<file path="src/rtl/apb_interrupt_controller_if.sv">
// ----------------------------------------------------------------------------
// apb_interrupt_controller_if
//   APB bus bundle shared by the interrupt controller (slave side) and its
//   bus master. The sole clock and the asynchronous active-low reset travel
//   with the bus because every register and source sits in that domain.
// Signals
//   pclk, preset_n   clock and async active-low reset (interface ports)
//   psel, penable    transfer select / access phase            (master -> slave)
//   pwrite           1 = write, 0 = read                        (master -> slave)
//   paddr, pwdata    byte address / write data                  (master -> slave)
//   pready           one-cycle completion strobe                (slave -> master)
//   prdata, pslverr  read data / error, valid with pready       (slave -> master)
// ----------------------------------------------------------------------------
interface apb_interrupt_controller_if #(
    parameter int ADDR_WIDTH = 4,
    parameter int DATA_WIDTH = 16
) (
    input logic pclk,
    input logic preset_n
);

    logic                  psel;
    logic                  penable;
    logic                  pwrite;
    logic [ADDR_WIDTH-1:0] paddr;
    logic [DATA_WIDTH-1:0] pwdata;
    logic                  pready;
    logic [DATA_WIDTH-1:0] prdata;
    logic                  pslverr;

    modport master (
        input  pclk, preset_n, pready, prdata, pslverr,
        output psel, penable, pwrite, paddr, pwdata
    );

    modport slave (
        input  pclk, preset_n, psel, penable, pwrite, paddr, pwdata,
        output pready, prdata, pslverr
    );

endinterface

</file>
<file path="src/rtl/apb_interrupt_controller.sv">
// ----------------------------------------------------------------------------
// apb_interrupt_controller
//   Latches up to NUM_IRQS interrupt sources (per-source edge/level mode,
//   polarity and enable), exposes them through a small APB register file with
//   write-1-to-clear status, and drives one registered irq pin. After any
//   status clear the irq pin can be held off for HOLDOFF cycles to coalesce
//   bursts of interrupts.
// Ports
//   apb     slave modport: pclk, preset_n, 16-bit APB completer
//   irq_in  NUM_IRQS interrupt sources, already synchronous to apb.pclk
//   irq     registered interrupt request, active high
// Register map (byte address, paddr[0] ignored)
//   0x0 STATUS RW1C  0x2 ENABLE RW  0x4 MODE RW (1=edge)  0x6 POLARITY RW (1=low)
//   0x8 PENDING RO   0xA FORCE WO   0xC HOLDOFF RW        >=0xE -> pslverr
// ----------------------------------------------------------------------------
module apb_interrupt_controller #(
    parameter int          NUM_IRQS     = 16,
    parameter logic [15:0] ENABLE_INIT  = 16'h0000,
    parameter logic [15:0] MODE_INIT    = 16'h0000,
    parameter int          HOLDOFF_BITS = 16
) (
    apb_interrupt_controller_if.slave apb,
    input  logic [NUM_IRQS-1:0]       irq_in,
    output logic                      irq
);

    typedef enum logic [2:0] {
        REG_STATUS   = 3'd0,
        REG_ENABLE   = 3'd1,
        REG_MODE     = 3'd2,
        REG_POLARITY = 3'd3,
        REG_PENDING  = 3'd4,
        REG_FORCE    = 3'd5,
        REG_HOLDOFF  = 3'd6,
        REG_INVALID  = 3'd7
    } reg_idx_e;

    // Architectural state
    logic [NUM_IRQS-1:0]     status_q,   status_d;
    logic [NUM_IRQS-1:0]     enable_q,   enable_d;
    logic [NUM_IRQS-1:0]     mode_q,     mode_d;
    logic [NUM_IRQS-1:0]     polarity_q, polarity_d;
    logic [HOLDOFF_BITS-1:0] holdoff_q,  holdoff_d;
    logic [HOLDOFF_BITS-1:0] cnt_q,      cnt_d;
    logic [NUM_IRQS-1:0]     prev_q;
    logic                    irq_q,      irq_d;

    // APB response registers
    logic                    pready_q,   pready_d;
    logic [15:0]             prdata_q,   prdata_d;
    logic                    pslverr_q,  pslverr_d;

    // Decode and datapath
    reg_idx_e                reg_idx;
    logic [31:0]             paddr_ext;
    logic                    slv_err;
    logic                    access;
    logic                    commit;
    logic [15:0]             rdata;
    logic [NUM_IRQS-1:0]     wdata_n;
    logic [NUM_IRQS-1:0]     act;
    logic [NUM_IRQS-1:0]     set;
    logic [NUM_IRQS-1:0]     clr;
    logic [NUM_IRQS-1:0]     frc;

    // Write-data bits above NUM_IRQS / HOLDOFF_BITS are deliberately ignored.
    logic unused_bits;
    assign unused_bits = ^apb.pwdata;

    assign paddr_ext = 32'(apb.paddr);
    assign reg_idx   = reg_idx_e'(apb.paddr[3:1]);
    assign wdata_n   = apb.pwdata[NUM_IRQS-1:0];

    always_comb begin
        // NOTE: every combinational output gets a default first, so no path
        // through the case statements can leave a value held (no latches).
        rdata      = '0;
        clr        = '0;
        frc        = '0;
        enable_d   = enable_q;
        mode_d     = mode_q;
        polarity_d = polarity_q;
        holdoff_d  = holdoff_q;

        // Anything at or above 0xE (including wider address bits) is unmapped;
        // PENDING is read-only, so writing it is an error too.
        slv_err = (paddr_ext >= 32'hE) ||
                  (apb.pwrite && (reg_idx == REG_PENDING));

        // Access phase before the one-cycle pready strobe is raised.
        access = apb.psel & apb.penable & ~pready_q;
        // Writes land on the edge that closes the pready cycle.
        commit = apb.psel & apb.penable & pready_q & apb.pwrite & ~slv_err;

        unique case (reg_idx)
            REG_STATUS:   rdata = 16'(status_q);
            REG_ENABLE:   rdata = 16'(enable_q);
            REG_MODE:     rdata = 16'(mode_q);
            REG_POLARITY: rdata = 16'(polarity_q);
            REG_PENDING:  rdata = 16'(status_q & enable_q);
            REG_HOLDOFF:  rdata = 16'(holdoff_q);
            default:      rdata = '0;   // FORCE and the unmapped slot read 0
        endcase

        if (commit) begin
            unique case (reg_idx)
                REG_STATUS:   clr        = wdata_n;
                REG_ENABLE:   enable_d   = wdata_n;
                REG_MODE:     mode_d     = wdata_n;
                REG_POLARITY: polarity_d = wdata_n;
                REG_FORCE:    frc        = wdata_n;
                REG_HOLDOFF:  holdoff_d  = apb.pwdata[HOLDOFF_BITS-1:0];
                default:      ;
            endcase
        end

        // Edge sources fire only on a 0->1 of the polarity-corrected input,
        // level sources fire whenever active.
        act = irq_in ^ polarity_q;
        set = act & (~mode_q | ~prev_q);

        // Set and force win over a simultaneous write-1-to-clear.
        status_d = (status_q & ~clr) | set | frc;

        // Only a clear that actually drops a latched bit restarts the holdoff.
        if (|(clr & status_q)) begin
            cnt_d = holdoff_q;
        end else if (cnt_q != '0) begin
            cnt_d = cnt_q - HOLDOFF_BITS'(1);
        end else begin
            cnt_d = cnt_q;
        end

        irq_d = |(status_q & enable_q) & (cnt_q == '0);

        pready_d  = access;
        pslverr_d = access & slv_err;
        prdata_d  = (access && !apb.pwrite && !slv_err) ? rdata : 16'h0000;
    end

    always_ff @(posedge apb.pclk or negedge apb.preset_n) begin
        if (!apb.preset_n) begin
            status_q   <= '0;
            enable_q   <= ENABLE_INIT[NUM_IRQS-1:0];
            mode_q     <= MODE_INIT[NUM_IRQS-1:0];
            polarity_q <= '0;
            holdoff_q  <= '0;
            cnt_q      <= '0;
            prev_q     <= '0;
            irq_q      <= 1'b0;
            pready_q   <= 1'b0;
            prdata_q   <= '0;
            pslverr_q  <= 1'b0;
        end else begin
            // NOTE: sequential state uses non-blocking assignments so every
            // register samples pre-edge values regardless of statement order.
            status_q   <= status_d;
            enable_q   <= enable_d;
            mode_q     <= mode_d;
            polarity_q <= polarity_d;
            holdoff_q  <= holdoff_d;
            cnt_q      <= cnt_d;
            prev_q     <= act;
            irq_q      <= irq_d;
            pready_q   <= pready_d;
            prdata_q   <= prdata_d;
            pslverr_q  <= pslverr_d;
        end
    end

    assign apb.pready  = pready_q;
    assign apb.prdata  = prdata_q;
    assign apb.pslverr = pslverr_q;
    assign irq         = irq_q;

endmodule

</file>
<file path="src/flat_wrapper.sv">
// flat-port wrapper written by rule: the top's interface ports become plain ports
module apb_interrupt_controller_flat 
#(
    parameter int          NUM_IRQS     = 16,
    parameter logic [15:0] ENABLE_INIT  = 16'h0000,
    parameter logic [15:0] MODE_INIT    = 16'h0000,
    parameter int          HOLDOFF_BITS = 16
)
  (irq_in, irq, pclk, preset_n, apb_psel, apb_penable, apb_pwrite, apb_paddr, apb_pwdata, apb_pready, apb_prdata, apb_pslverr);
  apb_interrupt_controller_if #(.ADDR_WIDTH(4), .DATA_WIDTH(16)) apb_i (.pclk(pclk), .preset_n(preset_n));
  input  logic [NUM_IRQS-1:0] irq_in;
  output logic irq;
  input wire logic pclk;
  input wire logic preset_n;
  input wire logic [$bits(apb_i.psel)-1:0] apb_psel;
  input wire logic [$bits(apb_i.penable)-1:0] apb_penable;
  input wire logic [$bits(apb_i.pwrite)-1:0] apb_pwrite;
  input wire logic [$bits(apb_i.paddr)-1:0] apb_paddr;
  input wire logic [$bits(apb_i.pwdata)-1:0] apb_pwdata;
  output wire logic [$bits(apb_i.pready)-1:0] apb_pready;
  output wire logic [$bits(apb_i.prdata)-1:0] apb_prdata;
  output wire logic [$bits(apb_i.pslverr)-1:0] apb_pslverr;
  assign apb_i.psel = apb_psel;
  assign apb_i.penable = apb_penable;
  assign apb_i.pwrite = apb_pwrite;
  assign apb_i.paddr = apb_paddr;
  assign apb_i.pwdata = apb_pwdata;
  assign apb_pready = apb_i.pready;
  assign apb_prdata = apb_i.prdata;
  assign apb_pslverr = apb_i.pslverr;
  apb_interrupt_controller #(.NUM_IRQS(NUM_IRQS), .ENABLE_INIT(ENABLE_INIT), .MODE_INIT(MODE_INIT), .HOLDOFF_BITS(HOLDOFF_BITS)) u_core (.apb(apb_i), .irq_in(irq_in), .irq(irq));
endmodule
</file>
<file path="config.mk">
export PLATFORM = sky130hd
export DESIGN_NAME = apb_interrupt_controller_flat
export DESIGN_NICKNAME = d
export VERILOG_FILES = /design/src/rtl/apb_interrupt_controller_if.sv /design/src/rtl/apb_interrupt_controller.sv /design/src/flat_wrapper.sv
export SDC_FILE = /design/constraint.sdc
export NUM_CORES = 1
export LEC_CHECK = 0
export BUFFER_PORTS_ARGS = -buffer_cell sky130_fd_sc_hd__buf_2
export CORE_ASPECT_RATIO = 0.75
export CORE_MARGIN = 2
export CORE_UTILIZATION = 56
export CTS_CLUSTER_SIZE = 10
export DETAILED_ROUTE_END_ITERATION = 12
export PLACE_DENSITY = 0.85
export SLEW_MARGIN = 20
export SYNTH_ARGS = -nofsm -noshare
export SYNTH_HDL_FRONTEND = slang
export SYNTH_SLANG_ARGS = --single-unit
</file>
<file path="constraint.sdc">
create_clock -name pclk -period 4.6 [get_ports pclk]
set_input_delay 0.92 -clock pclk [delete_from_list [all_inputs] [get_ports pclk]]
set_output_delay 0.92 -clock pclk [all_outputs]
set_load 0.01 [all_outputs]
</file>
# [Word level (Yosys, flattened, before mapping)]
# Cells that the tools add are included.
[word_totals] ff_bits=131 output_inout_bits=19
[op_classes] magnitude_cmp=1 n_eq_ne=6 reduce_logical=16 n_addsub=1 muxes=8 bitwise_logic=20
[op_table] operator="16-bit two-way mux" n=7
[op_table] operator="16-bit one-hot mux with 6 select lines" n=1
[op_table] operator="16-bit bitwise AND" n=4
[op_table] operator="16-bit inverter" n=3
[op_table] operator="16-bit bitwise OR" n=3
[op_table] operator="16-bit OR reduction" n=2
[op_table] operator="16-bit logical NOT" n=1
[op_table] operator="16-bit nonzero test" n=1
[op_table] operator="16-bit by 1-bit subtractor with 16-bit output (second input constant)" n=1
[op_table] operator="16-bit bitwise XOR" n=1
[op_table] operator="3-bit equality test (second input constant)" n=3
[op_table] operator="2-bit AND reduction" n=4
[op_table] operator="1-bit bitwise AND" n=7
[op_table] operator="3-bit by 2-bit equality test with 1-bit output (second input constant)" n=2
[op_table] operator="4-bit greater-or-equal comparator (second input constant)" n=1
[op_table] operator="3-bit by 1-bit equality test with 1-bit output (second input constant)" n=1
[op_table] operator="1-bit logical AND" n=3
[op_table] operator="3-bit logical NOT" n=1
[op_table] operator="1-bit logical NOT" n=2
[op_table] operator="1-bit inverter" n=2
[op_table] operator="2-bit nonzero test" n=1
[op_table] operator="1-bit logical OR" n=1

# [Longest topological paths before layout]
# Gate-level depths: netlist (run 1).
[depth] word_depth=10 depth_mapped=8

# [Worst setup path after synthesis (run 1)]
# Ideal clock, no wire load.
[synth_timing] kind="input-to-reg" start="input port apb_psel" end="register u_core.cnt_q[10]" setup_slack_ns=2.183 setup_time_ns=0.125 path_buffers=3 path_stages=8 arrival_time_ns=2.293 cell_sequence="nand2_1 -> nor2_1 -> and3_1 -> buf_2 -> o21a_1 -> buf_2 -> buf_4 -> mux2_2"
[synth_via] elab_chain_cells=8
[synth_rtl] item="start: declaration" line_no="flat_wrapper.sv:15" source="input wire logic [$bits(apb_i.psel)-1:0] apb_psel;"
[synth_rtl] item="1-bit bitwise AND (*) (4 in series)" line_no="apb_interrupt_controller.sv:93" source="commit = apb.psel & apb.penable & pready_q & apb.pwrite & ~slv_err;"
[synth_rtl] item="16-bit two-way mux (*)" line_no="apb_interrupt_controller.sv:105" source="if (commit) begin"
[synth_rtl] item="16-bit bitwise AND (*)" line_no="apb_interrupt_controller.sv:126" source="if (|(clr & status_q)) begin"
[synth_rtl] item="16-bit OR reduction (*)" line_no="apb_interrupt_controller.sv:126"
[synth_rtl] item="16-bit two-way mux / 2-bit nonzero test (equally long branches)"
[synth_rtl] item="end signal: assignment" line_no="apb_interrupt_controller.sv:162" source="cnt_q <= cnt_d;"
[synth_rtl] item="end: declaration" line_no="apb_interrupt_controller.sv:44" source="logic [HOLDOFF_BITS-1:0] cnt_q, cnt_d;"
# Every way passes the cells marked *; elsewhere a longest branch is shown, timed or not.
# A chain may end at the register's enable or synchronous reset.

# [Worst setup path after layout (run 1)]
[layout_timing] start="input port apb_paddr[1]" end="register u_core.cnt_q[8]"
[layout_via] elab_chain_cells=9
[layout_rtl] item="start: declaration" line_no="flat_wrapper.sv:18" source="input wire logic [$bits(apb_i.paddr)-1:0] apb_paddr;"
[layout_rtl] item="parallel branches: the longest is 5 deep, another holds 4-bit greater-or-equal comparator"
[layout_rtl] item="16-bit two-way mux (*)" line_no="apb_interrupt_controller.sv:105"
[layout_rtl] item="16-bit bitwise AND (*)" line_no="apb_interrupt_controller.sv:126"
[layout_rtl] item="16-bit OR reduction (*)" line_no="apb_interrupt_controller.sv:126"
[layout_rtl] item="16-bit two-way mux / 2-bit nonzero test (equally long branches)"
# Mark *: on every way between the ends.

==> results of run 1 <==
-- worst paths after layout --
check                                             from  slack [ns]                         endpoint
max                                       apb_paddr[1]        1.85      u_core.cnt_q[8]$_DFFE_PN0P_
min                                           preset_n        0.41    u_core.mode_q[14]$_DFFE_PN0P_
max reg2reg                u_core.cnt_q[0]$_DFFE_PN0P_        2.23      u_core.cnt_q[1]$_DFFE_PN0P_
min reg2reg                u_core.apb.pready$_DFF_PN0_        0.50      u_core.apb.pready$_DFF_PN0_
max in group asynchronous                     preset_n        3.59  u_core.enable_q[12]$_DFFE_PN0P_
min in group pclk          u_core.apb.pready$_DFF_PN0_        0.50      u_core.apb.pready$_DFF_PN0_
-- flip-flops by register name, indices dropped and copies added (netlist names) --
| name | cells |
|---|---|
| u_core.enable_q | 16 |
| u_core.polarity_q | 16 |
| u_core.mode_q | 16 |
| u_core.holdoff_q | 16 |
| u_core.status_q | 16 |
| u_core.prev_q | 16 |
| u_core.cnt_q | 16 |
| u_core.apb.pready | 1 |
| u_core.apb.pslverr | 1 |
| u_core.apb.prdata | 16 |
| u_core.irq | 1 |
-- worst max-delay path: cells and delay by family --
family	cells	cell delay, ns
compound gates	1	0.63
buf+inv	1	0.23
mux	1	0.43
simple gates	2	0.83
-- cell usage after synthesis, types with 15 or more instances --
| cell | number |
|---|---|
| a21boi_0 | 16 |
| a22oi_1 | 17 |
| nor2_1 | 31 |
| xor2_1 | 21 |
| mux2_2 | 90 |
| dfrtp_1 | 131 |
| a221o_1 | 16 |
| nand3_1 | 15 |
| clkbuf_1 | 19 |
| nand2_1 | 26 |
| o21ai_0 | 15 |
| a21oi_1 | 15 |
-- power breakdown --
group | internal, µW | switching (µW) | leakage [µW]
registers | 1270 | 119 | 0.00167
clock network | 770 | 509 | 0.000269
logic | 250 | 262 | 0.00142
-- layout by cell type (no fill, tap or decap), types with 15 or more instances in the layout --
cell	n
a21oi_1	15
dfrtp_1	131
nand2_1	26
o21ai_0	15
a22oi_1	17
nand3_1	15
xor2_1	21
mux2_2	90
a221o_1	16
clkbuf_16	17
buf_2	57
a21boi_0	16
nor2_1	31
-- kinds of logic after synthesis --
logic type | after synthesis
AO/OA/AOI/OAI | 125
XOR/XNOR | 23
adder cells (fa/ha/maj) | 2
buffers and inverters | 37
flip-flops | 131
multiplexers | 102
AND/OR/NAND/NOR | 96
-- layer usage --
| metal | vias up | wire (µm) |
|---|---|---|
| met5 | - | 0 |
| met4 | 0 | 368 |
| met3 | 35 | 1270 |
| met2 | 228 | 7320 |
| met1 | 2346 | 6910 |
| li1 | 2043 | - |
-- through the flow --
step | utilization (%) | cells | total power [µW] | setup WS (ns)
after floorplan | - | 516 | 1730 | 2.18
after global placement | 61.2 | 696 | 1850 | 1.53
after detailed placement | 61.2 | 696 | 1900 | 1.50
after CTS | 66.3 | 728 | 3180 | 1.92
after global routing | 66.6 | 729 | 3310 | 1.81
final | 66.6 | 729 | 3180 | 1.85
-- cell type report --
cell class | instances | share of cell area [%]
flip-flops and latches | 131 | 45.2
multi-input cells | 348 | 38.4
clock buffers | 20 | 6.29
repair buffers | 73 | 6.03
well taps | 140 | 2.41
clock inverters | 12 | 1.47
inverters | 5 | 0.259
==> metrics, run 1 <==
Cells after Synth=516; syn_nets=559; crit path DAT=3.05 ns; Worst setup EP type=flop; Simple-Gate Fraction of Synth Area=7.42%; largest net degree at the start of global routing=78; Max Cap Viol=0; Tcrit/Tclk final=59.7%; die area=12000 µm²; post-detail-place hpwl=10.3 mm; Starting Density=57.2%; Slew Limit Headroom=27.4%; worst path required time=4.90 ns; initial antenna violation count=0; mux share of post-synthesis cell area=18.3%; Synth Area in Compound Gates=15.2%; CP startpoint kind=input port; 1st-pass router iterations=5; Synth Flop Type=dfrtp_1; die width=126 µm; DR vias/cell=6.38; # H-tree levels=4; CTS clk-pin slew, worst paths=0.06 ns; Slew Limit Fails=0; Post-synth EDFFs=0; Distinct cells, synth=47; Fin Setup TNS=0 ns; area grow syn2layout=16.3%; diode count=0; GRT met3 Usage=6.45%; largest family of logic cells by synthesized area=multiplexers; post-layout minimum cycle time=2.75 ns; num rows=33; Adder-Cell Fraction of Synth Area=0.401%; placer congestion estimate=0.876; maximum vdd ir drop=0.286 mV; Mapped Area=6240 µm²; most area-consuming cells after synthesis=dfrtp_1, mux2_2, xor2_1; LEAKAGE=0.00336 µW; # DRC=0; die height=95.4 µm; first-pass GRT wire length=25.2 mm; xor/xnor share of the synthesized area=3.23%; vias in the first global route=4693; Final Hold Slack=0.408 ns; status=finished clean; layout net count=619; global route overflow=0; most crowded layer after global routing=met2; Seq/Total Area, Yosys=52.5%; critical path, cell by cell=buf_2 > nor2_2 > and3_1 > o21a_1 > mux2_2; PD cells=439 nW/µm²; TritonCTS Buffers=17; fraction of layout instances using a drive strength above 1=33.4%; worst stage delay on the critical path=0.63 ns; Post-CTS Setup Bufs=0; share of flip-flops with an asynchronous set or reset=100%; Synth Area per Inst=12.1 µm²; Setup CP Type=in2reg; unrepaired setup endpoints after global routing=false; leading area contributor after synthesis=dfrtp_1; Port Buffers=58; fillers=822; hold violation count in the final report=0; met1 usage in global routing=39.0%; Synth Register Bits=131; met2 Use GR=42.3%; Fmax achieved=364 MHz; Final Cell Area=7260 µm²; GRT Resource Usage Total=27.8%; Crit Path Max Fanout=23; drt total wl=15.9 mm; register area=3280 µm²; drt initial violations=539; slowest stage cell, crit path=o21a_1; Synth top area share=52.5%; Post-DP Area=6670 µm²; final setup fails=0; routed len/inst=21.8 µm; Top Ports=60; r2r worst-path depth=6; core area=10900 µm²; Worst-Skew Late Latency=0.42 ns; vias post-DR=4652; CTS root buffer=clkbuf_16; Hold-fix buffers, CTS=0; Hold Path Class=in2async; clk_skew=0.00617 ns; multi-input logic area=2790 µm²; CTS Buffer Depth=2; Sink Count=131; CTS tree=built; Detail Route Antenna Nets=0; Worst-Margin Slew=1.09 ns; post-cts gate resize count=0; YS warnings=0
(Power assumes the default switching activity.)
==> run 2, diff against run 1 <==
Clock period 4.6 ns to 2.8 ns, I/O delays scaled along.
==> metrics, run 2 (same netlist as run 1, synthesis figures left out) <==
delay-heaviest family, CP=simple AND/OR/NAND/NOR gates (unchanged); # H-tree levels=4 (unchanged); die height=95.4 µm (unchanged); hold violation count in the final report=0 (unchanged); crit path DAT=2.64 ns (was 3.05 ns); reg-to-reg setup timing slack=0.46 ns (was 2.23 ns); CP Buf/Inv Count=1 (unchanged); vias in the first global route=4912 (was 4693); fillers=812 (was 822); worst stage delay on the critical path=0.61 ns (was 0.63 ns); global route overflow=0 (unchanged); critical path, cell by cell=inv_1 > ha_1 > nor3b_1 > and3_1 > mux2i_1 > mux2_2 (was buf_2 > nor2_2 > and3_1 > o21a_1 > mux2_2); # DRC=0 (unchanged); Slew Limit Fails=0 (unchanged); num rows=33 (unchanged); most common cell after layout, fill and taps aside=dfrtp_1 (unchanged); worst path required time=3.10 ns (was 4.90 ns); drt total wl=16.5 mm (was 15.9 mm); DR vias/cell=6.60 (was 6.38); Worst setup EP type=flop (unchanged); vias post-DR=4872 (was 4652); placer congestion estimate=0.936 (was 0.876); post-detail-place hpwl=10.9 mm (was 10.3 mm); CTS clk-pin slew, worst paths=0.06 ns (about the same); Layout Utilization=67.0% (was 66.6%); Max Cap Viol=0 (unchanged); Top Ports=60 (unchanged); post-layout minimum cycle time=2.34 ns; Starting Density=57.2% (unchanged); LEAKAGE=0.00339 µW (was 0.00336 µW); PD cells=702 nW/µm² (was 439 nW/µm²); unrepaired setup endpoints after global routing=false (unchanged); Fmax achieved=428 MHz; CP Depth=6 (was 5); count of non-filler cells in the finished layout=738 (was 729); core area=10900 µm² (unchanged); Fin Setup TNS=0 ns (unchanged); Post-CTS Setup Bufs=0 (unchanged); 1st-pass router iterations=5 (unchanged); GRT Resource Usage Total=29.0% (was 27.8%); first-pass GRT wire length=26.1 mm (was 25.2 mm); Tcrit/Tclk final=83.5%; Detail Route Antenna Nets=0 (unchanged); CTS root buffer=clkbuf_16 (unchanged); Hold Path Class=in2async (unchanged); initial antenna violation count=0 (unchanged); Slew Limit Headroom=49.5% (was 27.4%); Hold-fix buffers, CTS=0 (unchanged); most frequent cells in the layout=dfrtp_1, mux2_2, buf_2 (unchanged); slowest stage cell, crit path=and3_1 (was o21a_1); diode count=0 (unchanged); Port Buffers=58 (unchanged); clk_skew=0.00976 ns (was 0.00617 ns); TritonCTS Buffers=17 (unchanged); die width=126 µm (unchanged); Worst Setup EP=u_core.cnt_q[1]$_DFFE_PN0P_ (was u_core.cnt_q[8]$_DFFE_PN0P_); die area=12000 µm² (unchanged); largest net degree at the start of global routing=46 (was 78); drt initial violations=497 (was 539); CP startpoint kind=flop (was input port); Crit Path Max Fanout=12 (was 23); post-cts gate resize count=0 (unchanged); maximum vdd ir drop=0.510 mV (was 0.286 mV); CTS Buffer Depth=2 (unchanged); status=finished clean (unchanged); r2r worst-path depth=6 (unchanged); crit path from=u_core.cnt_q[0]$_DFFE_PN0P_ (was apb_paddr[1]); cell count after placement=706 (was 696); Worst-Skew Late Latency=0.42 ns (about the same); Worst-Margin Slew=0.758 ns (was 1.09 ns); FF-to-FF Start=u_core.cnt_q[0]$_DFFE_PN0P_ (unchanged); Sink Count=131 (unchanged); fraction of layout instances using a drive strength above 1=34.1% (was 33.4%); area grow syn2layout=17.0% (was 16.3%); final setup fails=0 (unchanged); routed len/inst=22.4 µm (was 21.8 µm); Setup CP Type=reg2reg (was in2reg); R2R Path End=u_core.cnt_q[1]$_DFFE_PN0P_ (unchanged); CTS tree=built (unchanged); layout net count=628 (was 619)
-- run 2: cell count changes in the layout (fill, tap and decap cells not counted) --
cell and delta:
clkinv_2 -1, clkbuf_8 -1, buf_12 +2, clkinv_4 +1, buf_4 +8, bufinv_16 -1, clkbuf_1 +2, buf_16 -1
-- run 2: worst min-delay path by stage --
stage | from | to | slack (ns)
floorplan | preset_n | u_core.apb.prdata[0]$_DFF_PN0_ | 0.26
global placement | u_core.apb.pready$_DFF_PN0_ | u_core.apb.pready$_DFF_PN0_ | 0.46
detailed placement | u_core.polarity_q[1]$_DFFE_PN0P_ | u_core.prev_q[1]$_DFF_PN0_ | 0.49
CTS | preset_n | u_core.status_q[8]$_DFF_PN0_ | 0.17
global route | preset_n | u_core.status_q[2]$_DFF_PN0_ | 0.20
finish | preset_n | u_core.status_q[2]$_DFF_PN0_ | 0.16
-- run 2: final cells by class --
cell class / count / area (µm²) / share of cell area [%]
Multi-Input combinational cell: 348 / 2790 / 38.2
Timing Repair Buffer: 82 / 510 / 6.99
Tap cell: 140 / 175 / 2.40
Clock buffer: 21 / 450 / 6.17
Inverter: 5 / 18.8 / 0.257
Clock inverter: 11 / 80.1 / 1.10
Sequential cell: 131 / 3280 / 44.9
-- run 2: per-stage QoR --
step           instance area [µm²]  total power, µW  hold WS [ns]  worst slack, ns
3_5_place_dp                  6770             3120         0.490            0.411
5_1_grt                       7300             5330         0.200            0.401
6_report                      7300             5120         0.158            0.462
3_3_place_gp                  6770             3060         0.461            0.475
2_1_floorplan                 6240             2830         0.264            0.743
4_1_cts                       7300             5110         0.171            0.540
-- run 2: power by group --
part           switching [µW]  internal, µW
clock network             833          1160
registers                 191          2090
logic                     437           412
total                    1460          3660
-- run 2: worst register-to-register path, cell delays in order, from the launching register on --
cell and delay (ns):
dfrtp_1 0.42, inv_1 0.10, ha_1 0.19, nor3b_1 0.47, and3_1 0.61, mux2i_1 0.15, mux2_2 0.28
-- run 2: metal layers --
metal | up-vias | share of wire, % | wire (µm) | global-route usage [%]
met2 | 309 | 46 | 7600 | 44.0
met3 | 49 | 11 | 1740 | 7.80
met1 | 2456 | 40 | 6680 | 38.4
met5 | - | 0 | 0 | 0
li1 | 2058 | - | - | -
met4 | 0 | 3.1 | 519 | 15.8
